## src/rtl/if_fetch_unit.sv

```systemverilog
// if_fetch_unit: instruction fetch stage feeding the IF/ID register.
// Owns the PC, issues word fetches over a req/ack handshake, and holds the
// fetched instruction in a registered output backed by a one-entry skid slot.
//
// Ports:
//   clk, rst_n                       clock, synchronous active-low reset
//   ex2if_jump_en_i/_addr_i          redirect from execute (highest priority)
//   cu2if_stall_i                    downstream not accepting; output holds
//   if2rom_req_o/_addr_o             fetch request (from registered state only)
//   rom2if_ack_i/_data_i             fetch completion and instruction word
//   if2ifid_ins_o/_addr_o/_valid_o   registered instruction out
module if_fetch_unit #(
  parameter logic [31:0] RESET_PC = 32'h0000_0000,
  parameter logic [31:0] NOP_INS  = 32'h0000_0013
) (
  input  logic        clk,
  input  logic        rst_n,
  input  logic        ex2if_jump_en_i,
  input  logic [31:0] ex2if_jump_addr_i,
  input  logic        cu2if_stall_i,
  output logic        if2rom_req_o,
  output logic [31:0] if2rom_addr_o,
  input  logic        rom2if_ack_i,
  input  logic [31:0] rom2if_data_i,
  output logic [31:0] if2ifid_ins_o,
  output logic [31:0] if2ifid_addr_o,
  output logic        if2ifid_valid_o
);

  localparam logic [1:0] ST_FETCH = 2'd0;
  localparam logic [1:0] ST_FULL  = 2'd1;
  localparam logic [1:0] ST_DRAIN = 2'd2;

  logic [1:0]  state_q, state_d;
  logic [31:0] pc_q, pc_d;
  logic        kill_q, kill_d;
  logic        started_q, started_d;
  logic [31:0] drain_addr_q, drain_addr_d;
  logic [31:0] out_ins_q, out_ins_d;
  logic [31:0] out_addr_q, out_addr_d;
  logic        out_vld_q, out_vld_d;
  logic [31:0] skid_ins_q, skid_ins_d;
  logic [31:0] skid_addr_q, skid_addr_d;
  logic        skid_vld_q, skid_vld_d;

  logic        ack_ok;
  logic        consume;
  logic [31:0] jump_tgt;

  // started_q keeps req low during the reset cycle and the cycle it is released,
  // so the first request appears the cycle after rst_n is sampled high.
  assign if2rom_req_o  = started_q & (state_q != ST_FULL);
  // While a killed request drains, the bus address must stay at the old PC even
  // though pc_q has already moved to the redirect target.
  assign if2rom_addr_o = kill_q ? drain_addr_q : pc_q;

  assign if2ifid_ins_o   = out_ins_q;
  assign if2ifid_addr_o  = out_addr_q;
  assign if2ifid_valid_o = out_vld_q;

  assign ack_ok   = rom2if_ack_i & if2rom_req_o;
  assign consume  = out_vld_q & ~cu2if_stall_i;
  assign jump_tgt = ex2if_jump_addr_i & 32'hFFFF_FFFC;

  always_comb begin
    state_d      = state_q;
    pc_d         = pc_q;
    kill_d       = kill_q;
    started_d    = 1'b1;
    drain_addr_d = drain_addr_q;
    out_ins_d    = out_ins_q;
    out_addr_d   = out_addr_q;
    out_vld_d    = out_vld_q;
    skid_ins_d   = skid_ins_q;
    skid_addr_d  = skid_addr_q;
    skid_vld_d   = skid_vld_q;

    if (ex2if_jump_en_i) begin
      out_vld_d  = 1'b0;
      out_ins_d  = NOP_INS;
      skid_vld_d = 1'b0;
      skid_ins_d = NOP_INS;
      pc_d       = jump_tgt;
      case (state_q)
        ST_FETCH: begin
          if (if2rom_req_o && !ack_ok) begin
            state_d      = ST_DRAIN;
            kill_d       = 1'b1;
            drain_addr_d = pc_q;
          end
        end
        ST_DRAIN: begin
          if (ack_ok) begin
            state_d = ST_FETCH;
            kill_d  = 1'b0;
          end
        end
        default: begin
          state_d = ST_FETCH;
          kill_d  = 1'b0;
        end
      endcase
    end else begin
      case (state_q)
        ST_FETCH: begin
          if (ack_ok) begin
            pc_d = pc_q + 32'd4;
            if (!out_vld_q || consume) begin
              out_ins_d  = rom2if_data_i;
              out_addr_d = pc_q;
              out_vld_d  = 1'b1;
            end else begin
              // Output is stalled: park the word and stop fetching.
              skid_ins_d  = rom2if_data_i;
              skid_addr_d = pc_q;
              skid_vld_d  = 1'b1;
              state_d     = ST_FULL;
            end
          end else if (consume) begin
            out_vld_d = 1'b0;
            out_ins_d = NOP_INS;
          end
        end
        ST_FULL: begin
          if (consume) begin
            out_ins_d  = skid_ins_q;
            out_addr_d = skid_addr_q;
            out_vld_d  = skid_vld_q;
            skid_vld_d = 1'b0;
            skid_ins_d = NOP_INS;
            state_d    = ST_FETCH;
          end
        end
        ST_DRAIN: begin
          if (consume) begin
            out_vld_d = 1'b0;
            out_ins_d = NOP_INS;
          end
          if (ack_ok) begin
            state_d = ST_FETCH;
            kill_d  = 1'b0;
          end
        end
        default: begin
          state_d = ST_FETCH;
          kill_d  = 1'b0;
        end
      endcase
    end
  end

  always_ff @(posedge clk) begin
    if (!rst_n) begin
      state_q      <= ST_FETCH;
      pc_q         <= RESET_PC;
      kill_q       <= 1'b0;
      started_q    <= 1'b0;
      drain_addr_q <= RESET_PC;
      out_ins_q    <= NOP_INS;
      out_addr_q   <= RESET_PC;
      out_vld_q    <= 1'b0;
      skid_ins_q   <= NOP_INS;
      skid_addr_q  <= RESET_PC;
      skid_vld_q   <= 1'b0;
    end else begin
      state_q      <= state_d;
      pc_q         <= pc_d;
      kill_q       <= kill_d;
      started_q    <= started_d;
      drain_addr_q <= drain_addr_d;
      out_ins_q    <= out_ins_d;
      out_addr_q   <= out_addr_d;
      out_vld_q    <= out_vld_d;
      skid_ins_q   <= skid_ins_d;
      skid_addr_q  <= skid_addr_d;
      skid_vld_q   <= skid_vld_d;
    end
  end

endmodule

```

## config.mk

```make
export PLATFORM = sky130hd
export DESIGN_NAME = if_fetch_unit
export DESIGN_NICKNAME = d
export VERILOG_FILES = /design/src/rtl/if_fetch_unit.sv
export SDC_FILE = /design/constraint.sdc
export NUM_CORES = 1
export LEC_CHECK = 0
export CELL_PAD_IN_SITES_DETAIL_PLACEMENT = 2
export CELL_PAD_IN_SITES_GLOBAL_PLACEMENT = 2
export CORE_MARGIN = 3
export CORE_UTILIZATION = 31
export CTS_CLUSTER_DIAMETER = 50
export DETAILED_ROUTE_END_ITERATION = 10
export PLACE_DENSITY_LB_ADDON = 0.3
export SYNTH_ARGS = -nofsm -noshare
export SYNTH_HDL_FRONTEND = slang
export SYNTH_SLANG_ARGS = --single-unit
```

## constraint.sdc

```tcl
create_clock -name clk -period 2.7 [get_ports clk]
set_clock_uncertainty 0.15 [all_clocks]
set_input_delay 0.27 -clock clk [delete_from_list [all_inputs] [get_ports clk]]
set_output_delay 0.27 -clock clk [all_outputs]
set_load 0.005 [all_outputs]
```

==> metrics.csv <==
metric;value;unit
status;finished, final reports clean;
yosys_warnings;0;
synth_cells;1085;
fp.dieW;179;µm
io_pins;167;
antenna_found_initial;0;
min_period;2.51;ns
cap_violations;0;
track_usage;19.7;%
hold_buffers;0;
hp-class;flip-flop to flip-flop;
drive_gt1_share;11.0;%
ir_worst_vdd;0.000397;V
postCtsSetupBuffers;0;
die_h;179;µm
final_common_cell;dfxtp_1;
setup_violations;0;
power_density;524;nW/µm²
p_leak;4.76;nW
netlist_area;9260;µm²
async_flop_share;0;%
arrival;2.09;ns
cts.htree.levels;4;
grt_pass1_vias;9069;
design.core.area;29100;µm²
final_cell_mix;190 x dfxtp_1, 189 x nand2_1, 159 x clkdlybuf4s50_1, 64 x mux2i_1, 58 x o21ai_0;
fin_nets;1280;
antenna_cells;0;
hpwl;21.2;mm
crit_type;flip-flop to output port;
drc;0;
clkLatencyLatePin;0.43;ns
synth_edf_count;0;
power;0.00624;W
layout_setup_ws;0.191;ns
globalRouteOverflowTotal;0;
rsz0062_at_grt;no;
required;2.28;ns
ant_nets;0;
cts-root-buf;clkbuf_16;
drt_iter0_markers;295;
final_hold_viol_count;0;
clkSinkCount;190;
dieArea;32000;µm²
crit_fanout;33;
cts_tree;built;
startpoint_type;flip-flop;
first_pass_iters;4;
place.gp.congestion;0.746;
cts-buffers-inserted;17;
initial_utilization;31.8;%
ys.flop_type;dfxtp_1;
fmax;399;MHz
pre_cts_ws;-0.00263;ns
slew_headroom;43.1;%
ys_ff_latch;190;
routed_wl;31.1;mm
area_growth;28.6;%
slew_violations;0;
avgSynthCellArea;8.53;µm²
worst_slew_pin_slew;0.853;ns
critPathCaptureType;output port;
routedWlPerCell;19.4;µm
grt_start_max_net_pins;79;
ys_types;56;
ys_seq_area_share;41.1;%
via_per_inst;5.24;
vias;8399;
portBuffers;160;
clkTransAtPathRegs;0.08;ns
clockBufferDepth;2;
grt_pass1_wl;50.1;mm
fp-row-count;62;
fin_crit_sh;92.9;%
## registers in the layout, summed over array words and instances, names as in the netlist
register and cells:
skid_ins_q 32, drain_addr_q 30, pc_q 30, started_q 1
skid_vld_q 1, if2ifid_addr_o 30, state_q 2, skid_addr_q 30
kill_q 1, if2ifid_valid_o 1, if2ifid_ins_o 32
## worst max-delay path, cell delays in order (launching register included)
cell and delay [ns]:
dfxtp_1 0.39, inv_1 0.11, ha_4 0.24, buf_6 0.23, nor2b_1 0.15, clkdlybuf4s50_1 0.54
## Yosys cell counts, types with 5 or more instances
library cell / number / area share [%]
dfxtp_1: 190 / 41
nor2_1: 39 / 1.6
nand2_1: 189 / 7.7
clkbuf_1: 69 / 2.8
a22o_1: 29 / 2.7
buf_2: 33 / 1.8
xor2_1: 16 / 1.5
nand4_1: 15 / 1.0
o211a_1: 35 / 3.8
nor2b_1: 31 / 2.1
a21oi_1: 45 / 2.4
mux2i_1: 64 / 6.9
a21boi_1: 5 / 0.41
nor4_1: 7 / 0.47
mux2_2: 29 / 3.5
ha_1: 5 / 0.68
nand3_1: 53 / 2.9
and3_1: 24 / 1.6
a31oi_1: 7 / 0.47
a21boi_0: 55 / 4.5
and2_1: 6 / 0.41
xnor2_1: 8 / 0.76
buf_4: 10 / 0.81
o21ai_0: 59 / 3.2
## layer usage
layer  GRT usage, %  vias to the layer above  share of wire, %
met4           3.70                        0              0.76
met5              0                        -                 0
met1           26.3                     4260                47
li1               -                     4010                 -
met3           2.48                       15               2.4
met2           34.3                      114                50
## repair_timing
item                                    4_1_cts  5_1_grt
resized for setup                             0        2
endpoints found under the setup margin        0        6
hold endpoints to repair                      0        0
## power by group
part | leakage (nW) | switching, W | total [W] | internal, W
Combinational | 2.95 | 0.000387 | 0.000803 | 0.000416
Clock | 0.269 | 0.00125 | 0.00246 | 0.00121
Sequential | 1.54 | 0.0000858 | 0.00297 | 0.00288
Total | 4.76 | 0.00172 | 0.00624 | 0.00451
## path summary, 6_finish.rpt
path                         from                 end  slack [ns]  cells past startpoint
setup reg to reg       state_q[0]  if2ifid_addr_o[16]        0.36                      7
hold / removal    skid_addr_q[20]     skid_addr_q[20]        0.31                      2
setup / recovery       state_q[1]        if2rom_req_o        0.19                      5
hold reg to reg   skid_addr_q[20]     skid_addr_q[20]        0.31                      2
## metrics by stage
step                std cells  utilization, %  hold WS (ns)  TNS (ns)  instance area, µm²
floorplan                1088               -         0.148         0                9270
global placement         1571            39.0         0.291         0               11300
detailed placement       1571            39.0         0.300  -0.00270               11300
CTS                      1602            40.9         0.312         0               11900
global route             1602            40.9         0.330         0               11900
finish                   1602            40.9         0.311         0               11900
## logic make-up after synthesis
family | count (synthesis) | synth area share (%)
adders and majority gates | 5 | 0.676
other | 1 | 0.0405
muxes | 93 | 10.4
buffers and inverters | 123 | 5.86
and+or+nand+nor | 389 | 19.9
xor gates and xnor gates | 24 | 2.27
DFF | 190 | 41.1
AOI/OAI and AO/OA | 260 | 19.7
## area by class of cell
| class | instances | area [µm²] |
|---|---|---|
| clock buffer | 17 | 425 |
| fill | 3195 | 17200 |
| clock inverter | 14 | 128 |
| tap | 384 | 480 |
| timing repair buffer | 217 | 2080 |
| multi-input combinational | 775 | 4970 |
| inverter | 5 | 18.8 |
| sequential | 190 | 3800 |
Power figures use the tool's default switching activity.
